File: src/rtl/ifetch_if.sv
// Fetch-stage bus: instruction ROM port, pipeline control inputs and the
// registered decode-facing outputs, seen from the fetch unit (master) or its environment (slave).
interface ifetch_if;
    logic        stall;
    logic        redirect;
    logic [31:0] redirect_pc;
    logic        halt;
    logic [8:0]  imem_adrs;
    logic [31:0] imem_dout;
    logic [31:0] if_instr;
    logic [31:0] if_pc;
    logic [31:0] if_pc4;
    logic        if_valid;

    modport master (
        input  stall, redirect, redirect_pc, halt, imem_dout,
        output imem_adrs, if_instr, if_pc, if_pc4, if_valid
    );

    modport slave (
        output stall, redirect, redirect_pc, halt, imem_dout,
        input  imem_adrs, if_instr, if_pc, if_pc4, if_valid
    );
endinterface

File: src/rtl/ifetch.sv
// Instruction fetch stage: pc register plus BOOT/RUN/HALT control feeding one
// registered instruction slot to decode, with redirect, stall and halt handling.
module ifetch #(
    parameter logic [31:0] RESET_PC = 32'h0040_0000,
    parameter logic [31:0] NOP_WORD = 32'h0000_0000
) (
    input  logic clk,
    input  logic rst,
    ifetch_if.master bus
);

    typedef enum logic [1:0] {
        BOOT = 2'd0,
        RUN  = 2'd1,
        HALT = 2'd2
    } state_t;

    state_t      state_q, state_d;
    logic [31:0] pc_q, pc_d;
    logic [31:0] if_instr_q, if_instr_d;
    logic [31:0] if_pc_q, if_pc_d;
    logic [31:0] if_pc4_q, if_pc4_d;
    logic        if_valid_q, if_valid_d;
    logic [31:0] pc_plus4;

    assign pc_plus4 = pc_q + 32'd4;

    always_ff @(posedge clk or posedge rst) begin
        if (rst) begin
            state_q    <= BOOT;
            pc_q       <= RESET_PC;
            if_instr_q <= NOP_WORD;
            if_pc_q    <= 32'd0;
            if_pc4_q   <= 32'd0;
            if_valid_q <= 1'b0;
        end else begin
            state_q    <= state_d;
            pc_q       <= pc_d;
            if_instr_q <= if_instr_d;
            if_pc_q    <= if_pc_d;
            if_pc4_q   <= if_pc4_d;
            if_valid_q <= if_valid_d;
        end
    end

    // In RUN the priority is halt, then redirect, then stall, then a normal fetch.
    always_comb begin
        state_d    = state_q;
        pc_d       = pc_q;
        if_instr_d = if_instr_q;
        if_pc_d    = if_pc_q;
        if_pc4_d   = if_pc4_q;
        if_valid_d = if_valid_q;

        case (state_q)
            BOOT: begin
                state_d = RUN;
            end
            RUN: begin
                if (bus.halt) begin
                    state_d    = HALT;
                    if_instr_d = NOP_WORD;
                    if_valid_d = 1'b0;
                end else if (bus.redirect) begin
                    pc_d       = bus.redirect_pc & 32'hFFFF_FFFC;
                    if_instr_d = NOP_WORD;
                    if_valid_d = 1'b0;
                end else if (!bus.stall) begin
                    pc_d       = pc_plus4;
                    if_instr_d = bus.imem_dout;
                    if_pc_d    = pc_q;
                    if_pc4_d   = pc_plus4;
                    if_valid_d = 1'b1;
                end
            end
            HALT: begin
                state_d = HALT;
            end
            default: begin
                state_d = BOOT;
            end
        endcase
    end

    // The ROM address depends on pc alone so the ROM read path stays off the control inputs.
    assign bus.imem_adrs = pc_q[10:2];
    assign bus.if_instr  = if_instr_q;
    assign bus.if_pc     = if_pc_q;
    assign bus.if_pc4    = if_pc4_q;
    assign bus.if_valid  = if_valid_q;

endmodule

File: src/flat_wrapper.sv
// flat-port wrapper written by rule: the top's interface ports become plain ports
module ifetch_flat 
#(
    parameter logic [31:0] RESET_PC = 32'h0040_0000,
    parameter logic [31:0] NOP_WORD = 32'h0000_0000
)
  (clk, rst, bus_stall, bus_redirect, bus_redirect_pc, bus_halt, bus_imem_dout, bus_imem_adrs, bus_if_instr, bus_if_pc, bus_if_pc4, bus_if_valid);
  ifetch_if bus_i ();
  input  logic clk;
  input  logic rst;
  input wire logic [$bits(bus_i.stall)-1:0] bus_stall;
  input wire logic [$bits(bus_i.redirect)-1:0] bus_redirect;
  input wire logic [$bits(bus_i.redirect_pc)-1:0] bus_redirect_pc;
  input wire logic [$bits(bus_i.halt)-1:0] bus_halt;
  input wire logic [$bits(bus_i.imem_dout)-1:0] bus_imem_dout;
  output wire logic [$bits(bus_i.imem_adrs)-1:0] bus_imem_adrs;
  output wire logic [$bits(bus_i.if_instr)-1:0] bus_if_instr;
  output wire logic [$bits(bus_i.if_pc)-1:0] bus_if_pc;
  output wire logic [$bits(bus_i.if_pc4)-1:0] bus_if_pc4;
  output wire logic [$bits(bus_i.if_valid)-1:0] bus_if_valid;
  assign bus_i.stall = bus_stall;
  assign bus_i.redirect = bus_redirect;
  assign bus_i.redirect_pc = bus_redirect_pc;
  assign bus_i.halt = bus_halt;
  assign bus_i.imem_dout = bus_imem_dout;
  assign bus_imem_adrs = bus_i.imem_adrs;
  assign bus_if_instr = bus_i.if_instr;
  assign bus_if_pc = bus_i.if_pc;
  assign bus_if_pc4 = bus_i.if_pc4;
  assign bus_if_valid = bus_i.if_valid;
  ifetch #(.RESET_PC(RESET_PC), .NOP_WORD(NOP_WORD)) u_core (.clk(clk), .rst(rst), .bus(bus_i));
endmodule
File: config.mk
export PLATFORM = sky130hd
export DESIGN_NAME = ifetch_flat
export DESIGN_NICKNAME = d
export VERILOG_FILES = /design/src/rtl/ifetch_if.sv /design/src/rtl/ifetch.sv /design/src/flat_wrapper.sv
export SDC_FILE = /design/constraint.sdc
export NUM_CORES = 1
export LEC_CHECK = 0
export ABC_AREA = 1
export BUFFER_PORTS_ARGS = -buffer_cell sky130_fd_sc_hd__buf_4
export CAP_MARGIN = 0
export CORE_UTILIZATION = 36
export DETAILED_ROUTE_END_ITERATION = 16
export PLACE_DENSITY = 0.6
export SYNTH_ARGS = -nofsm -noshare
export SYNTH_HDL_FRONTEND = slang
export SYNTH_SLANG_ARGS = --single-unit
File: constraint.sdc
create_clock -name clk -period 3.9 [get_ports clk]
set_clock_uncertainty 0.2 [all_clocks]
set_input_delay 0.78 -clock clk [delete_from_list [all_inputs] [get_ports clk]]
set_output_delay 0.78 -clock clk [all_outputs]
set_load 0.1 [all_outputs]
Word level (Yosys, flattened, before mapping)

Index checks and enable logic that the tools add are counted.

Mux-type cells: 10
Bitwise operators: 3
Equal/unequal tests: 5
Reduce and logical (&&, ||, !) cells: 4
Add/sub/neg operators: 1

Operators by type and width:

| kind                                                  | count |
|---|---|
| two-way mux 32 bit                                    | 5 |
| adder 32 x 3 -> 32 bit, second input constant         | 1 |
| one-hot mux 2 bit (3 select lines)                    | 1 |
| AND reduction 4 bit                                   | 1 |
| two-way mux 1 bit                                     | 3 |
| inequality test 3 x 1 -> 1 bit, second input constant | 1 |
| inverter 1 bit                                        | 3 |
| AND reduction 3 bit                                   | 1 |
| == test 2 x 1 -> 1 bit, second input constant         | 1 |
| == test 2 bit, second input constant                  | 1 |
| logical NOT 2 bit                                     | 1 |
| two-way mux 2 bit                                     | 1 |
| inequality test 2 x 1 -> 1 bit, second input constant | 1 |
| inequality test 2 bit, second input constant          | 1 |
| AND reduction 2 bit                                   | 1 |

Bits in registers: 131
Word-level logic and storage cells: 29
Bits of input ports: 69

Longest topological paths before layout

Depth after elaboration: 3
Gate-level depth with buffers: 10

Least setup slack after synthesis

Ideal clock, no wire load.

Path kind: register to output
Start point: register u_core.if_instr_q[0] (netlist: u_core.bus.if_instr[0])
End point: output bus_if_instr[0]
Required time: 2.920 ns
Stages on the path, launching flop included: 1
Setup slack: 2.022 ns
Data arrival time: 0.898 ns
Path buffers: 0
Cells stage by stage: dfrtp_1

RTL lines:

| item                     | RTL line           | text |
|---|---|---|
| start: declaration       | ifetch.sv:20       | `logic [31:0] if_instr_q, if_instr_d;` |
| start signal: assignment | ifetch.sv:39       | `if_instr_q <= if_instr_d;` |
| end: declaration         | flat_wrapper.sv:17 | `output wire logic [$bits(bus_i.if_instr)-1:0] bus_if_instr;` |

No word-level cell between the ends.

Final worst setup path

Start point: register u_core.pc_q[4]
End point: output bus_imem_adrs[2]

RTL lines:

| item                     | RTL line           | text |
|---|---|---|
| start: declaration       | ifetch.sv:19       | `logic [31:0] pc_q, pc_d;` |
| start signal: assignment | ifetch.sv:38       | `pc_q <= pc_d;` |
| end: declaration         | flat_wrapper.sv:16 | `output wire logic [$bits(bus_i.imem_adrs)-1:0] bus_imem_adrs;` |

No word-level cell between the ends.

==> flow_metrics.env <==
export IMPL_outcome="finished clean"
export IMPL_worst_endpoint_required_ns=2.92
export IMPL_synth_async_sr_flop_share=1.000
export IMPL_ctsRootBufferMaster="sky130_fd_sc_hd__clkbuf_16"
export IMPL_min_delay_worst_type="register to register"
export IMPL_grt_first_pass_wirelength_mm=24.65
export IMPL_gpl_wtd_cong=0.7654
export IMPL_fp_dieArea_um2=16760
export IMPL_netlist_top_cell_by_area="sky130_fd_sc_hd__dfrtp_1"
export IMPL_overall_global_routing_resource_usage=0.1946
export IMPL_dr_first_iter_drc_count=350
export IMPL_fp_row_count=46
export IMPL_finalMaxSlewViolations=0
export IMPL_areaGrowthSynthToFinish_pct=33.50
export IMPL_htree_num_levels=4
export IMPL_critical_path_top_delay_family="flip-flops"
export IMPL_netlist_area_um2=5849
export IMPL_worstPathArrival_ns=1.26
export IMPL_yosys_cell_types_count=28
export IMPL_timing_critical_path_from="u_core.pc_q[4]"
export IMPL_drive_above_1_share=0.2595
export IMPL_initial_core_utilization=0.3682
export IMPL_cts_repair_resized=0
export IMPL_finalSetupTns_ns=0
export IMPL_yosysMostFrequentCell="sky130_fd_sc_hd__nand2_1"
export IMPL_boundaryPins=175
export IMPL_multiInputGateArea_um2=2310
export IMPL_detailed_place_area_um2=7219
export IMPL_ff_to_ff_start="u_core.state_q[1]"
export IMPL_cts_inserted_buffers=17
export IMPL_hold_viol=0
export IMPL_post_syn_instances=702
export IMPL_fin_area_um2=7809
export IMPL_coreArea_um2=15890
export IMPL_fillCellCount=1602
export IMPL_cts_clk_slew_worst_paths_ns=0.05
export IMPL_detailedPlacementHpwl_mm=10.83
export IMPL_vias=5116
export IMPL_dieWidth_um=129.5
export IMPL_finalSetupViolations=0
export IMPL_syn_mean_instance_area_um2=8.332
export IMPL_finalCoreUtilization=0.4916
export IMPL_critical_path_buf_inv_count=1
export IMPL_clock_insertion_delay_worst_skew_ns=0.42
export IMPL_maxClockFrequency_ghz=0.4471
export IMPL_cts_setup_buffers=0
export IMPL_nets=928
export IMPL_timing_worst_setup_path_type="register to primary output"
export IMPL_synth_sequential_area_ratio=0.5350
export IMPL_ys_warn_count=0
export IMPL_ctsHoldBuffers=0
export IMPL_final_antenna_net_count=0
export IMPL_drt_pre_antenna_iters=5
export IMPL_critPathSlowestCell="sky130_fd_sc_hd__dfrtp_1"
export IMPL_ys_dominant_reg_cell="sky130_fd_sc_hd__dfrtp_1"
export IMPL_routed_wire_length_mm=15.85
export IMPL_hold_start="u_core.bus.if_valid"
export IMPL_sequential_cell_area_um2=3129
export IMPL_synthTopCellsByArea="sky130_fd_sc_hd__dfrtp_1 53%, sky130_fd_sc_hd__nand2_1 14%, sky130_fd_sc_hd__nor2_1 5.6%, sky130_fd_sc_hd__a22o_1 4.8%, sky130_fd_sc_hd__o21ai_0 4.3%"
export IMPL_grt_start_max_net_pins=126
export IMPL_least_margin_pin_slew_ns=0.6662
export IMPL_routed_via_density=4.724
export IMPL_max_cap_violation_count=0
export IMPL_grt_setup_unrepaired="false"
export IMPL_cts_tree="yes"
export IMPL_routed_wire_length_per_instance_um=14.64
export IMPL_count_of_flip_flops_with_a_built_in_enable_after_synthesis=0
export IMPL_io_buffer_count=168
export IMPL_grt_remaining_overflow=0
export IMPL_cts_max_path_buffers=2
export IMPL_grt_antenna_before_repair=0
export IMPL_drc_violation_count_after_routing=0
export IMPL_clkSinkCount=125
export IMPL_cp_max_fo=7
export IMPL_min_period_ns=2.237
export IMPL_worst_setup_path_end_kind="primary output"
export IMPL_grt_pass1_vias=4832
export IMPL_slew_limit_headroom=0.5559
export IMPL_insertedDiodeCount=0
export IMPL_final_period_utilization=0.5735
export IMPL_yosys_register_bits=125
export IMPL_critical_path_cell_chain="buf_4"
export IMPL_synth_largest_type_area_fraction=0.5305
export IMPL_netlist_top_cells_count="219 x sky130_fd_sc_hd__nand2_1, 124 x sky130_fd_sc_hd__dfrtp_1, 88 x sky130_fd_sc_hd__nor2_1, 50 x sky130_fd_sc_hd__o21ai_0, 44 x sky130_fd_sc_hd__inv_1"
export IMPL_worst_path_largest_cell_delay_ns=0.49
export IMPL_y_dimension_of_the_die_um=129.5
export IMPL_worst_setup_path_start_kind="register"
-- worst reg2reg max path: stages, from the launching register on --
cell	delay (ns)
sky130_fd_sc_hd__dfrtp_1	0.35
sky130_fd_sc_hd__inv_1	0.08
sky130_fd_sc_hd__ha_1	0.20
sky130_fd_sc_hd__inv_2	0.06
sky130_fd_sc_hd__nor2_4	0.13
sky130_fd_sc_hd__nand2_4	0.26
sky130_fd_sc_hd__inv_2	0.45
sky130_fd_sc_hd__o21ai_0	0.18
sky130_fd_sc_hd__o22ai_1	0.15
-- per-layer routing --
layer  routed length [um]  GRT usage  vias to the layer above
met3                 1083    0.04872                       12
met2                 7231     0.3093                      158
met4                  183    0.06977                        0
met5                    0          0                        -
li1                     -          -                     2565
met1                 7352     0.2579                     2381
-- layout by cell type (no fill, tap or decap), types with 2 or more instances in the layout --
cell and n:
sky130_fd_sc_hd__buf_4 174, sky130_fd_sc_hd__clkbuf_16 17, sky130_fd_sc_hd__o21ai_0 50, sky130_fd_sc_hd__a31oi_1 11, sky130_fd_sc_hd__o211ai_1 4, sky130_fd_sc_hd__clkbuf_1 2, sky130_fd_sc_hd__bufinv_16 3, sky130_fd_sc_hd__inv_1 43
sky130_fd_sc_hd__ha_1 3, sky130_fd_sc_hd__nand3_1 36, sky130_fd_sc_hd__o22ai_1 4, sky130_fd_sc_hd__nor2_1 88, sky130_fd_sc_hd__dfrtp_1 124, sky130_fd_sc_hd__nand2_2 3, sky130_fd_sc_hd__and2_1 2, sky130_fd_sc_hd__o21ai_1 13
sky130_fd_sc_hd__nand2_4 2, sky130_fd_sc_hd__a22o_1 32, sky130_fd_sc_hd__nor2_4 3, sky130_fd_sc_hd__xor2_1 6, sky130_fd_sc_hd__inv_2 4, sky130_fd_sc_hd__nand2_1 219, sky130_fd_sc_hd__conb_1 4, sky130_fd_sc_hd__clkbuf_8 3
sky130_fd_sc_hd__clkinv_2 5, sky130_fd_sc_hd__nor2_2 6
-- path summary, 6_finish.rpt --
check	to	slack, ns	cells past startpoint
max	bus_imem_adrs[2]	1.66	1
min	u_core.bus.if_valid	0.28	2
max reg2reg	u_core.pc_q[10]	1.75	8
min reg2reg	u_core.bus.if_valid	0.28	2
max in group asynchronous	u_core.bus.if_pc[31]	2.65	3
min in group asynchronous	u_core.bus.if_instr[20]	0.37	3
-- final cells by class --
type	count	share of cell area
flip-flops and latches	125	0.4007
multi-input cells	489	0.2958
repair buffers	175	0.1698
clock buffers	22	0.06073
well taps	216	0.03461
inverters	48	0.02355
clock inverters	8	0.01474
-- cells by family after synthesis --
family	count (synthesis)	share of synthesized area
buffers and inverters	91	0.07209
flip-flops	125	0.5350
other	1	0.0006411
AND/OR/NAND/NOR	360	0.2509
AO/OA/AOI/OAI	115	0.1245
XOR/XNOR	7	0.01048
adder cells (fa/ha/maj)	3	0.006418
-- registers in the layout, summed over array words and instances (netlist names) --
register and count:
u_core.state_q 2, u_core.bus.if_instr 32, u_core.bus.if_pc4 30, u_core.bus.if_valid 1
u_core.bus.if_pc 30, u_core.pc_q 30
-- through the flow --
| step | hold WS [ns] | std cells | worst slack [ns] |
|---|---|---|---|
| detailed placement | 0.2663 | 1053 | 1.468 |
| finish | 0.2756 | 1083 | 1.663 |
| floorplan | 0.2699 | 705 | 1.382 |
| global route | 0.3044 | 1083 | 1.512 |
| global placement | 0.2570 | 1053 | 1.485 |
| CTS | 0.2838 | 1083 | 1.660 |
Power is left out: the tool's default activity adds up to more than one toggle a clock period on the data nets, which glitch-free logic cannot reach.
